[src/rtl/memory_pkg.sv]
// Shared definitions for the simple-dual-port RAM and its clear sequencer.
package memory_pkg;

  typedef enum logic [0:0] {
    ST_IDLE  = 1'b0,
    ST_CLEAR = 1'b1
  } clr_state_e;

  function automatic int lane_count(input int data_w, input int lane_w);
    return data_w / lane_w;
  endfunction

endpackage

[src/rtl/memory_clr_seq.sv]
// Clear sequencer: walks the array from address 0 to DEPTH-1 writing zero,
// one word per cycle, after reset or an accepted clr_req.
module memory_clr_seq #(
  parameter int ADDR_W = 4,
  parameter int DEPTH  = 2**ADDR_W
) (
  input  logic              clk,
  input  logic              rst,
  input  logic              clr_req,
  output logic              busy,
  output logic              clr_we,
  output logic [ADDR_W-1:0] clr_addr,
  output logic              state_dbg
);
  import memory_pkg::*;

  localparam logic [ADDR_W-1:0] LAST_ADDR = ADDR_W'(DEPTH - 1);

  clr_state_e        state_q, state_d;
  logic [ADDR_W-1:0] cnt_q, cnt_d;

  // clr_req arriving while a clear is already running is dropped on purpose.
  always_comb begin
    state_d = state_q;
    cnt_d   = cnt_q;
    case (state_q)
      ST_IDLE: begin
        if (clr_req) begin
          state_d = ST_CLEAR;
          cnt_d   = '0;
        end
      end
      ST_CLEAR: begin
        cnt_d = cnt_q + 1'b1;
        if (cnt_q == LAST_ADDR) begin
          state_d = ST_IDLE;
          cnt_d   = '0;
        end
      end
      default: begin
        state_d = ST_IDLE;
        cnt_d   = '0;
      end
    endcase
  end

  always_ff @(posedge clk) begin
    if (rst) begin
      state_q <= ST_CLEAR;
      cnt_q   <= '0;
    end else begin
      state_q <= state_d;
      cnt_q   <= cnt_d;
    end
  end

  assign busy      = (state_q == ST_CLEAR);
  assign clr_we    = (state_q == ST_CLEAR);
  assign clr_addr  = cnt_q;
  assign state_dbg = state_q;

endmodule

[src/rtl/memory_sdp.sv]
// Simple-dual-port RAM with byte-lane writes, selectable read-during-write
// result, optional output register and a hardware clear sequencer.
module memory_sdp #(
  parameter int DATA_W  = 8,
  parameter int LANE_W  = 8,
  parameter int ADDR_W  = 4,
  parameter int DEPTH   = 2**ADDR_W,
  parameter int BYPASS  = 1,
  parameter int OUT_REG = 0
) (
  input  logic                     clk,
  input  logic                     rst,
  input  logic                     clr_req,
  output logic                     busy,
  input  logic                     we,
  input  logic [ADDR_W-1:0]        waddr,
  input  logic [DATA_W-1:0]        wdata,
  input  logic [DATA_W/LANE_W-1:0] wbe,
  input  logic                     re,
  input  logic [ADDR_W-1:0]        raddr,
  output logic [DATA_W-1:0]        rdata,
  output logic                     rvalid
);
  import memory_pkg::*;

  localparam int              LANES     = lane_count(DATA_W, LANE_W);
  localparam logic [ADDR_W:0] DEPTH_EXT = (ADDR_W+1)'(DEPTH);

  logic              clr_we;
  logic [ADDR_W-1:0] clr_addr;
  logic              clr_state;

  memory_clr_seq #(
    .ADDR_W (ADDR_W),
    .DEPTH  (DEPTH)
  ) u_clr_seq (
    .clk       (clk),
    .rst       (rst),
    .clr_req   (clr_req),
    .busy      (busy),
    .clr_we    (clr_we),
    .clr_addr  (clr_addr),
    .state_dbg (clr_state)
  );

  // Access protocol: re/we are sampled on a rising edge only while the
  // sequencer is idle and no clear is being requested that cycle; every
  // sampled re yields exactly one rvalid pulse 1 (or 2 with OUT_REG) cycles
  // later, in issue order, with no back-pressure.
  logic acc_ok, wr_in_range, rd_in_range, usr_we, rd_en;

  assign acc_ok      = (clr_state == ST_IDLE) && !clr_req && !rst;
  assign wr_in_range = ({1'b0, waddr} < DEPTH_EXT);
  assign rd_in_range = ({1'b0, raddr} < DEPTH_EXT);
  assign usr_we      = we && acc_ok && wr_in_range;
  assign rd_en       = re && acc_ok;

  logic [DATA_W-1:0] mem_q [DEPTH];

  always_ff @(posedge clk) begin
    if (clr_we) begin
      mem_q[clr_addr] <= '0;
    end else if (usr_we) begin
      for (int l = 0; l < LANES; l++) begin
        if (wbe[l]) mem_q[waddr][l*LANE_W +: LANE_W] <= wdata[l*LANE_W +: LANE_W];
      end
    end
  end

  // Same-address collision: with BYPASS the enabled lanes are forwarded.
  logic [DATA_W-1:0] rd_word;

  always_comb begin
    rd_word = '0;
    if (rd_in_range) rd_word = mem_q[raddr];
    if ((BYPASS != 0) && usr_we && (waddr == raddr)) begin
      for (int l = 0; l < LANES; l++) begin
        if (wbe[l]) rd_word[l*LANE_W +: LANE_W] = wdata[l*LANE_W +: LANE_W];
      end
    end
  end

  logic [DATA_W-1:0] r1_data_q, r1_data_d;
  logic              r1_valid_q, r1_valid_d;

  always_comb begin
    r1_data_d  = rd_en ? rd_word : r1_data_q;
    r1_valid_d = rd_en;
  end

  always_ff @(posedge clk) begin
    if (rst) begin
      r1_data_q  <= '0;
      r1_valid_q <= 1'b0;
    end else begin
      r1_data_q  <= r1_data_d;
      r1_valid_q <= r1_valid_d;
    end
  end

  generate
    if (OUT_REG != 0) begin : g_out_reg
      logic [DATA_W-1:0] r2_data_q, r2_data_d;
      logic              r2_valid_q, r2_valid_d;

      always_comb begin
        r2_data_d  = r1_valid_q ? r1_data_q : r2_data_q;
        r2_valid_d = r1_valid_q;
      end

      always_ff @(posedge clk) begin
        if (rst) begin
          r2_data_q  <= '0;
          r2_valid_q <= 1'b0;
        end else begin
          r2_data_q  <= r2_data_d;
          r2_valid_q <= r2_valid_d;
        end
      end

      assign rdata  = r2_data_q;
      assign rvalid = r2_valid_q;
    end else begin : g_no_out_reg
      assign rdata  = r1_data_q;
      assign rvalid = r1_valid_q;
    end
  endgenerate

endmodule

[config.mk]
export PLATFORM = sky130hd
export DESIGN_NAME = memory_sdp
export DESIGN_NICKNAME = d
export VERILOG_FILES = /design/src/rtl/memory_pkg.sv /design/src/rtl/memory_clr_seq.sv /design/src/rtl/memory_sdp.sv
export SDC_FILE = /design/constraint.sdc
export NUM_CORES = 1
export LEC_CHECK = 0
export ABC_CLOCK_PERIOD_IN_PS = 2100
export CAP_MARGIN = 15
export CORE_ASPECT_RATIO = 1.75
export CORE_MARGIN = 3
export CORE_UTILIZATION = 53
export DETAILED_ROUTE_END_ITERATION = 12
export GPL_ROUTABILITY_DRIVEN = 0
export PLACE_DENSITY = 0.85
export SLEW_MARGIN = 10
export SYNTH_ARGS = -nofsm -noshare
export SYNTH_HDL_FRONTEND = slang
export SYNTH_SLANG_ARGS = --single-unit
[constraint.sdc]
create_clock -name clk -period 2.1 [get_ports clk]
set_input_delay 0.315 -clock clk [delete_from_list [all_inputs] [get_ports clk]]
set_output_delay 0.315 -clock clk [all_outputs]
set_load 0.01 [all_outputs]
==> results.sh, run 1 <==
export IMPL_drtPass1Iterations=5
export IMPL_ios=32
export IMPL_dp_hpwl_mm=9.264
export IMPL_p_leak_nw=2.812
export IMPL_nets=452
export IMPL_wl_met1_mm=5.135
export IMPL_avgSynthCellArea_sq_um=16.99
export IMPL_antenna_found_initial=0
export IMPL_final_antenna_net_count=0
export IMPL_outcome="finished, final reports clean"
export IMPL_hold_buffers=0
export IMPL_antennaDiodeCount=0
export IMPL_cp_common_cell="buf_4"
export IMPL_grt_pass1_vias=3729
export IMPL_post_dp_cell_area_sq_mm=0.006779
export IMPL_maxSlewHeadroom_pct=58.23
export IMPL_cellPowerDensity_mw_per_mm2=886.8
export IMPL_synth_cells=348
export IMPL_cts_buffer_depth=2
export IMPL_startpoint="clr_req"
export IMPL_finalSetupViolations=0
export IMPL_path_delay_family="buffers and inverters"
export IMPL_routed_wl_met3_mm=1.057
export IMPL_cts_repair_resized=0
export IMPL_drc_errors=0
export IMPL_cts_sinks=142
export IMPL_fmax_mhz=489.7
export IMPL_grtUsageTotal_pct=24.35
export IMPL_hold_viol=0
export IMPL_start_util_pct=54.64
export IMPL_peakVddDrop_mv=0.5973
export IMPL_post_cts_buffers=0
export IMPL_max_stage_delay_ps=440
export IMPL_path_class="input port to flip-flop"
export IMPL_crit_fanout=8
export IMPL_finish_instance_area_sq_mm=0.007437
export IMPL_synth_warnings=0
export IMPL_grt_overflow=0
export IMPL_area_growth_pct=25.77
export IMPL_rows=50
export IMPL_arrival_ps=2150
export IMPL_synthesis_area_sq_mm=0.005913
export IMPL_yosysUniqueCellTypes=37
export IMPL_drt_wl_total_mm=14.80
export IMPL_crit_slowest_cell="clkdlybuf4s50_1"
export IMPL_end_kind="flip-flop"
export IMPL_clock_latency_ps=410
export IMPL_cts_tree="done"
export IMPL_maxCapViolations=0
export IMPL_clockRootBuffer="clkbuf_16"
export IMPL_clk_pin_slew_worst_paths_ps=60
export IMPL_top_layer_used="met4"
export IMPL_worst_slack_ps=57.85
export IMPL_die_h_um=145.7
export IMPL_cts_max_level=4
export IMPL_grt_pass1_wl_mm=22.14
export IMPL_r2r_start="u_clr_seq.busy"
export IMPL_via_per_inst=6.596
export IMPL_fin_crit_ps=2042
export IMPL_grt_max_degree=24
export IMPL_startpoint_type="input port"
export IMPL_cts_buffers_inserted=17
export IMPL_io_buffers=31
export IMPL_worst_slew_pin_slew_ps=625.3
export IMPL_path_buf_inv=3
export IMPL_rsz0062_at_grt="no"
export IMPL_cp_required_ps=2210
export IMPL_fin_worst_skew_ps=11.25
export IMPL_ys_ff_latch=142
export IMPL_yosysSeqAreaShare_pct=69.74
export IMPL_dieWidth_um=85.85
export IMPL_drv_slew=0
export IMPL_drive_gt1_share_pct=24.21
export IMPL_tns_ps=0
export IMPL_wl_met2_mm=7.641
export IMPL_routed_via_count=3773
export IMPL_post_route_period_util_pct=97.25
export IMPL_min_path_type="flip-flop to flip-flop"
export IMPL_crit_chain="clkdlybuf4s50_1 -> nor3_2 -> and3_2 -> buf_4 -> a32oi_1 -> nor2_1 -> buf_4"
export IMPL_synth_fp_nets=371
export IMPL_coreArea_sq_mm=0.01082
export IMPL_dieArea_sq_mm=0.01251
export IMPL_hp_start="u_clr_seq.clr_addr[2]"
export IMPL_place_ws_ps=-378.6
export IMPL_routedWlPerCell_um=25.88
export IMPL_drtIter0Drc=437
cells by family after synthesis:
kind of cell    count (synthesis)  synth area share, %
buf+inv                        35                2.751
flops                         142                69.74
simple gates                   54                4.613
compound gates                 60                7.131
xor+xnor                        4               0.5924
fa+ha+maj                       1               0.2116
mux                            52                14.96
cell usage after synthesis:
cell type	n	share of area [%]
nand3b_1	1	0.13
mux2i_1	19	3.2
buf_2	6	0.51
a41oi_1	1	0.15
dfxtp_1	14	4.7
or2_2	1	0.11
o32a_1	1	0.17
xnor2_1	4	0.59
buf_1	2	0.13
and4_1	1	0.15
clkbuf_1	11	0.70
nand2_1	6	0.38
a32oi_1	2	0.30
a21oi_1	21	1.8
mux2_2	9	1.7
buf_6	1	0.19
and3_1	1	0.11
o221ai_1	1	0.15
a221oi_1	8	1.2
nor2_1	21	1.3
mux4_2	10	3.8
o41ai_1	8	1.2
ha_1	1	0.21
nor3_1	1	0.085
edfxtp_1	128	65
inv_1	14	0.89
buf_12	1	0.34
and2_1	9	0.95
nand4_1	1	0.11
nor2b_1	7	0.74
o21ai_0	9	0.76
a222oi_1	8	1.4
nor3b_1	1	0.13
mux4_1	14	6.2
or3b_2	1	0.15
a31oi_1	1	0.11
nand3_1	3	0.25
worst paths after layout:
| check | endpoint | slack, ps | depth (start not counted) |
|---|---|---|---|
| max | mem_q[3][4] | 60 | 7 |
| min | u_clr_seq.clr_addr[2] | 540 | 2 |
| max reg2reg | mem_q[3][4] | 80 | 6 |
| min reg2reg | u_clr_seq.clr_addr[2] | 540 | 2 |
tightest hold or removal path, delay by kind of cell (launching register included):
| family | cells | cell delay [ps] |
|---|---|---|
| DFF | 1 | 350 |
| AOI/OAI and AO/OA | 2 | 140 |
metrics by stage:
| step | util, % | total power (W) | hold slack (ps) | instances |
|---|---|---|---|---|
| 2_1_floorplan | - | 0.003361 | 464.5 | 348 |
| 3_3_place_gp | 62.64 | 0.003512 | 507.8 | 539 |
| 3_5_place_dp | 62.64 | 0.003528 | 524.1 | 539 |
| 4_1_cts | 68.37 | 0.006612 | 533.1 | 571 |
| 5_1_grt | 68.72 | 0.006790 | 576.8 | 572 |
| 6_report | 68.72 | 0.006595 | 537.3 | 572 |
cell type report:
cell class                      count  area [sq um]
Sequential cell                   142          4124
Clock inverter                     14         191.4
Timing Repair Buffer               83         840.8
Multi-Input combinational cell    171          1637
Fill cell                         629          3386
Inverter                           14         52.55
Clock buffer                       18         429.2
Tap cell                          130         162.7
report_power, final:
group,leakage [nW],internal [W],switching (W),total [W]
sequential,1.47,0.00309,0.0000226,0.00312
clock,0.294,0.00199,0.00111,0.00310
combinational,1.04,0.000179,0.000199,0.000377
total,2.81,0.00526,0.00133,0.00660
per-layer routing:
metal  vias up  track usage, %
met4         0           13.15
met3        78           4.986
li1       1578               -
met2       259           40.23
met1      1858           29.68
met5         -               0
placed cells by master, fill, tap and decap left out, types with 14 or more instances in the layout:
| cell | instances |
|---|---|
| clkdlybuf4s50_1 | 29 |
| dfxtp_1 | 14 |
| edfxtp_1 | 128 |
| inv_1 | 14 |
| mux2i_1 | 18 |
| a21oi_1 | 21 |
| clkbuf_16 | 18 |
| nor2_1 | 21 |
| buf_4 | 41 |
| mux4_1 | 14 |
sequential cells by signal, summed over array words and instances (netlist names):
signal and flops:
rdata 8, rvalid 1, u_clr_seq.busy 1, u_clr_seq.clr_addr 4, mem_q 128
Note: power is estimated with default switching activity, not from simulation.
==> run 2, diff against run 1 <==
--- a/config.mk
+++ b/config.mk
@@ -11,7 +11,6 @@
 export CORE_MARGIN = 3
 export CORE_UTILIZATION = 53
 export DETAILED_ROUTE_END_ITERATION = 12
-export GPL_ROUTABILITY_DRIVEN = 0
 export PLACE_DENSITY = 0.85
 export SLEW_MARGIN = 10
 export SYNTH_ARGS = -nofsm -noshare
==> run 2 against run 1 <==
Against the previous run:
- die area did not move
- sequential share of layout area is 0.16 points lower
- hold slack better by 10 ps
- non-clock buffer count up 6
- global-route usage rose by 0.72 points
- clock power decreased by 4%
- register-to-register slack improved by 30 ps
- via count fell by 1.9%
==> results.sh, run 2 (same netlist as run 1, synthesis figures left out) <==
export IMPL_drtIter0Drc=359
export IMPL_p_switching_w=0.001323
export IMPL_end_kind="flip-flop"
export IMPL_tns_ps=0
export IMPL_drtPass1Iterations=6
export IMPL_largest_reg_flops=128
export IMPL_clock_latency_ps=420
export IMPL_start_util_pct=54.64
export IMPL_finalSetupViolations=0
export IMPL_via_per_inst=6.405
export IMPL_top_layer_used="met4"
export IMPL_nets=458
export IMPL_comb_power_share_pct=5.8
export IMPL_cellPowerDensity_mw_per_mm2=868.3
export IMPL_dp_hpwl_mm=9.325
export IMPL_drt_wl_total_mm=14.62
export IMPL_power_switching_share_pct=20.44
export IMPL_maxSlewHeadroom_pct=54.92
export IMPL_fillCellCount=658
export IMPL_wl_met2_mm=7.276
export IMPL_min_path_type="flip-flop to flip-flop"
export IMPL_p_clk_share_pct=46.1
export IMPL_outcome="finished, final reports clean"
export IMPL_fin_worst_skew_ps=10.17
export IMPL_drive_gt1_share_pct=24.55
export IMPL_p_leak_nw=2.817
export IMPL_peakVddDrop_mv=0.5363
export IMPL_cts_sinks=142
export IMPL_p_int_w=0.005153
export IMPL_rrSetupSlack_ps=110
export IMPL_fin_crit_ps=2004
export IMPL_grt_pass1_vias=3849
export IMPL_grt_pass1_wl_mm=22.09
export IMPL_drc_errors=0
export IMPL_arrival_ps=2140
export IMPL_dieArea_sq_mm=0.01251
export IMPL_totalPowerFinal_w=0.006476
export IMPL_antenna_found_initial=0
export IMPL_wl_met1_mm=5.112
export IMPL_path_class="input port to flip-flop"
export IMPL_routed_wl_met3_mm=1.146
export IMPL_grtUsageTotal_pct=25.07
export IMPL_rsz0062_at_grt="no"
export IMPL_grt_max_degree=21
export IMPL_clk_pin_slew_worst_paths_ps=60
export IMPL_rows=50
export IMPL_coreArea_sq_mm=0.01082
export IMPL_final_common_cell="edfxtp_1"
export IMPL_dieWidth_um=85.85
export IMPL_crit_fanout=4
export IMPL_routed_via_count=3702
export IMPL_utilization_pct=68.91
export IMPL_maxCapViolations=0
export IMPL_startpoint_type="input port"
export IMPL_pwr_share_seq_pct=48.1
export IMPL_layout_common_cells="128 x edfxtp_1, 46 x buf_4, 29 x clkdlybuf4s50_1"
export IMPL_cts_tree="done"
export IMPL_gp_congestion=0.8803
export IMPL_antennaDiodeCount=0
export IMPL_clockRootBuffer="clkbuf_16"
export IMPL_top_register="mem_q"
export IMPL_cts_buffer_depth=2
export IMPL_post_route_period_util_pct=95.43
export IMPL_final_antenna_net_count=0
export IMPL_drv_slew=0
export IMPL_worst_slew_pin_slew_ps=674.8
export IMPL_grt_overflow=0
export IMPL_hold_buffers=0
export IMPL_routedWlPerCell_um=25.30
export IMPL_cts_max_level=4
export IMPL_area_growth_pct=26.13
export IMPL_hold_slack_ps=547.8
export IMPL_cts_buffers_inserted=17
export IMPL_die_h_um=145.7
export IMPL_cp_required_ps=2230
export IMPL_fmax_mhz=499.0
export IMPL_io_buffers=31
export IMPL_ios=32
export IMPL_hold_viol=0
## run 2: cell types whose count changed in the layout (fill, tap and decap cells not counted), sizes merged
cell | before | now
buf | 52 | 59
clkinv | 5 | 0
clkinvlp | 3 | 6
bufinv | 4 | 3
clkbuf | 19 | 20
dlygate4sd2 | 0 | 1
dlymetal6s2s | 1 | 0
inv | 16 | 17
## run 2: layout make-up
type	instances	area, sq um	area share [%]
Sequential cell	142	4124	55.29
Inverter	14	52.55	0.7046
Clock buffer	20	436.7	5.855
Clock inverter	12	161.4	2.164
Multi-Input combinational cell	171	1632	21.88
Timing Repair Buffer	89	889.6	11.93
Tap cell	130	162.7	2.181
## run 2: metrics by stage
| step | std cells | setup WS (ps) | instance area [sq um] |
|---|---|---|---|
| final | 578 | 95.88 | 7458 |
| after global routing | 578 | 48.36 | 7458 |
| after CTS | 578 | 96.75 | 7458 |
| after detailed placement | 543 | -412.8 | 6834 |
| after global placement | 543 | -344.7 | 6834 |
| after floorplan | 348 | -120.0 | 5913 |
## run 2: path summary, 6_finish.rpt
check | end | cells after the start | from
worst max-delay path | mem_q[15][3] | 6 | clr_req
worst min-delay path | u_clr_seq.clr_addr[2] | 2 | u_clr_seq.clr_addr[2]
worst max register to register | mem_q[15][3] | 5 | u_clr_seq.busy
worst min register to register | u_clr_seq.clr_addr[2] | 2 | u_clr_seq.clr_addr[2]
## run 2: what timing repair did
action / CTS / global route
endpoints found under the setup margin: 4 / 0
gates resized for setup: 2 / 0
buffers inserted: 3 / 0
## run 2: routing by layer
layer / up-vias / global-route usage, %
met5: - / 0
met2: 226 / 38.90
met1: 1828 / 28.61
li1: 1588 / -
met3: 60 / 6.969
met4: 0 / 19.97
## run 2: power by group through the flow
stage / registers, W / logic, W / clock network, W
floorplan: 0.00317 / 0.000196 / 0
global placement: 0.00317 / 0.000353 / 0
detailed placement: 0.00317 / 0.000361 / 0
CTS: 0.00311 / 0.000372 / 0.00303
global route: 0.00312 / 0.000394 / 0.00315
finish: 0.00311 / 0.000373 / 0.00299
## run 2: worst max-delay path: stages
cell	delay, ps
clkdlybuf4s50_1	440
nor3_2	240
and3_1	280
mux2_2	400
nor2_1	250
buf_4	220
==> run 3, diff against run 2 <==
--- a/config.mk
+++ b/config.mk
@@ -8,9 +8,9 @@
 export ABC_CLOCK_PERIOD_IN_PS = 2100
 export CAP_MARGIN = 15
 export CORE_ASPECT_RATIO = 1.75
-export CORE_MARGIN = 3
 export CORE_UTILIZATION = 53
 export DETAILED_ROUTE_END_ITERATION = 12
+export HOLD_SLACK_MARGIN = 0.06
 export PLACE_DENSITY = 0.85
 export SLEW_MARGIN = 10
 export SYNTH_ARGS = -nofsm -noshare
==> run 3 against run 2 <==
Against the previous run:
- clock skew up 1.6 ps
- fmax up 2.2%
- clock power down 3%
- register-to-register slack better by 30 ps
- sequential share of layout area down 0.25 points
- wire length up 4.4%
- die area down 7.3%
- global-route usage up 1.7 points
- cell area up 0.45%
- non-clock buffer count up 5
- hold slack better by 5.9 ps
- combinational power up 5.6%
- critical path type is now flip-flop to flip-flop
- largest cell class unchanged
==> results.sh, run 3 (same netlist as run 1, synthesis figures left out) <==
export IMPL_multi_input_area_sq_mm=0.001650
export IMPL_wl_met1_mm=5.431
export IMPL_fin_crit_ps=1961
export IMPL_fin_worst_skew_ps=11.81
export IMPL_reg2reg_depth=6
export IMPL_hold_path_depth=2
export IMPL_r2r_start="u_clr_seq.busy"
export IMPL_maxCapViolations=0
export IMPL_grtUsageTotal_pct=26.76
export IMPL_area_growth_pct=26.70
export IMPL_path_class="flip-flop to flip-flop"
export IMPL_end_kind="flip-flop"
export IMPL_path_delay_family="simple AND/OR/NAND/NOR gates"
export IMPL_cts_tree="done"
export IMPL_largest_reg_flops=128
export IMPL_worst_slack_ps=138.8
export IMPL_gp_congestion=0.9713
export IMPL_dieArea_sq_mm=0.01160
export IMPL_wl_met2_mm=7.728
export IMPL_startpoint_type="flip-flop"
export IMPL_cts_buffers_inserted=17
export IMPL_cellPowerDensity_mw_per_mm2=854.3
export IMPL_cp_required_ps=2210
export IMPL_r2r_end="mem_q[11][0]"
export IMPL_path_buf_inv=2
export IMPL_arrival_ps=2070
export IMPL_final_common_cell="edfxtp_1"
export IMPL_hp_start="u_clr_seq.clr_addr[2]"
export IMPL_rows=50
export IMPL_drtPass1Iterations=6
export IMPL_grt_max_degree=20
export IMPL_hold_slack_ps=553.7
export IMPL_post_route_period_util_pct=93.39
export IMPL_top_layer_used="met4"
export IMPL_clk_pin_slew_worst_paths_ps=60
export IMPL_seq_area_sq_mm=0.004124
export IMPL_cts_buffer_depth=2
export IMPL_min_path_type="flip-flop to flip-flop"
export IMPL_cts_max_level=4
export IMPL_drt_wl_total_mm=15.26
export IMPL_crit_fanout=8
export IMPL_max_stage_delay_ps=340
export IMPL_fmax_mhz=509.9
export IMPL_drc_errors=0
export IMPL_nets=463
export IMPL_crit_slowest_cell="dfxtp_1"
export IMPL_holdPathEnd="u_clr_seq.clr_addr[2]"
export IMPL_hold_viol=0
export IMPL_layout_common_cells="128 x edfxtp_1, 51 x buf_4, 29 x clkdlybuf4s50_1"
export IMPL_fillCellCount=622
export IMPL_dieWidth_um=81.85
export IMPL_cp_common_cell="buf_4"
export IMPL_place_ws_ps=-335.2
export IMPL_top_register="mem_q"
export IMPL_antennaDiodeCount=0
export IMPL_rsz0062_at_grt="no"
export IMPL_routed_wl_met3_mm=1.135
export IMPL_clockRootBuffer="clkbuf_16"
export IMPL_rrSetupSlack_ps=140
export IMPL_cts_sinks=142
export IMPL_totalPowerFinal_w=0.006400
export IMPL_ios=32
export IMPL_routed_via_count=3786
export IMPL_peakVddDrop_mv=0.5528
export IMPL_finalSetupViolations=0
export IMPL_worst_slew_pin_slew_ps=554.2
export IMPL_drv_slew=0
export IMPL_dp_hpwl_mm=9.300
export IMPL_grt_overflow=0
export IMPL_maxSlewHeadroom_pct=63.06
export IMPL_antenna_found_initial=0
export IMPL_io_buffers=31
export IMPL_p_leak_nw=2.839
export IMPL_crit_chain="nor3_2 -> and3_1 -> buf_4 -> a32oi_1 -> nor2_1 -> buf_4"
export IMPL_clock_latency_ps=420
export IMPL_grt_pass1_vias=3752
export IMPL_outcome="finished, final reports clean"
export IMPL_final_antenna_net_count=0
export IMPL_die_h_um=141.7
export IMPL_grt_pass1_wl_mm=21.15
export IMPL_routedWlPerCell_um=26.18
export IMPL_coreArea_sq_mm=0.01076
export IMPL_drtIter0Drc=389
export IMPL_via_per_inst=6.494
export IMPL_drive_gt1_share_pct=26.27
export IMPL_start_util_pct=54.95
[run 3: per-stage QoR]
stage	utilization (%)	TNS (ps)	area, sq um	std cells
after floorplan	-	-3721	5913	348
after global placement	63.12	-33610	6792	539
after detailed placement	63.12	-34670	6792	539
after CTS	68.43	0	7363	571
after global routing	69.63	0	7492	583
final	69.63	0	7492	583
[run 3: area by class of cell]
cell class                 instances  share of cell area [%]
sequential                       142                   55.04
multi-input combinational        171                   22.03
timing repair buffer              94                   12.42
clock buffer                      18                   5.728
tap                              130                   2.171
clock inverter                    14                   1.904
inverter                          14                  0.7014
[run 3: layer usage]
layer | vias up | GRT usage [%]
li1 | 1602 | -
met1 | 1841 | 28.93
met2 | 275 | 44.02
met3 | 68 | 7.588
met4 | 0 | 18.37
met5 | - | 0
[run 3: timing repair]
action / 4_1_cts / 5_1_grt
hold buffers: 0 / 0
endpoints found under the hold margin: 0 / 0
setup buffers: 0 / 12
resized for setup: 0 / 7
setup endpoints to repair: 0 / 54
[run 3: worst max path at each step]
stage / from / to / slack [ps] / cells past startpoint
3_3_place_gp: raddr[1] / rdata[6] / -320 / 6
4_1_cts: raddr[1] / rdata[2] / 2 / 6
2_1_floorplan: u_clr_seq.busy / mem_q[15][0] / -120 / 5
6_report: u_clr_seq.busy / mem_q[11][0] / 140 / 6
5_1_grt: u_clr_seq.busy / mem_q[0][7] / 70 / 6
3_5_place_dp: raddr[1] / rdata[3] / -340 / 6
[run 3: report_power, final]
group / leakage, nW / internal (W) / total, W / switching [W]
registers: 1.47 / 0.00309 / 0.00312 / 0.0000262
clock network: 0.266 / 0.00174 / 0.00289 / 0.00114
logic: 1.10 / 0.000194 / 0.000394 / 0.000200
[run 3: tightest hold or removal path: stages, from the launching register on]
cell and delay (ps):
dfxtp_1 340, o21ai_0 100, a21oi_1 70
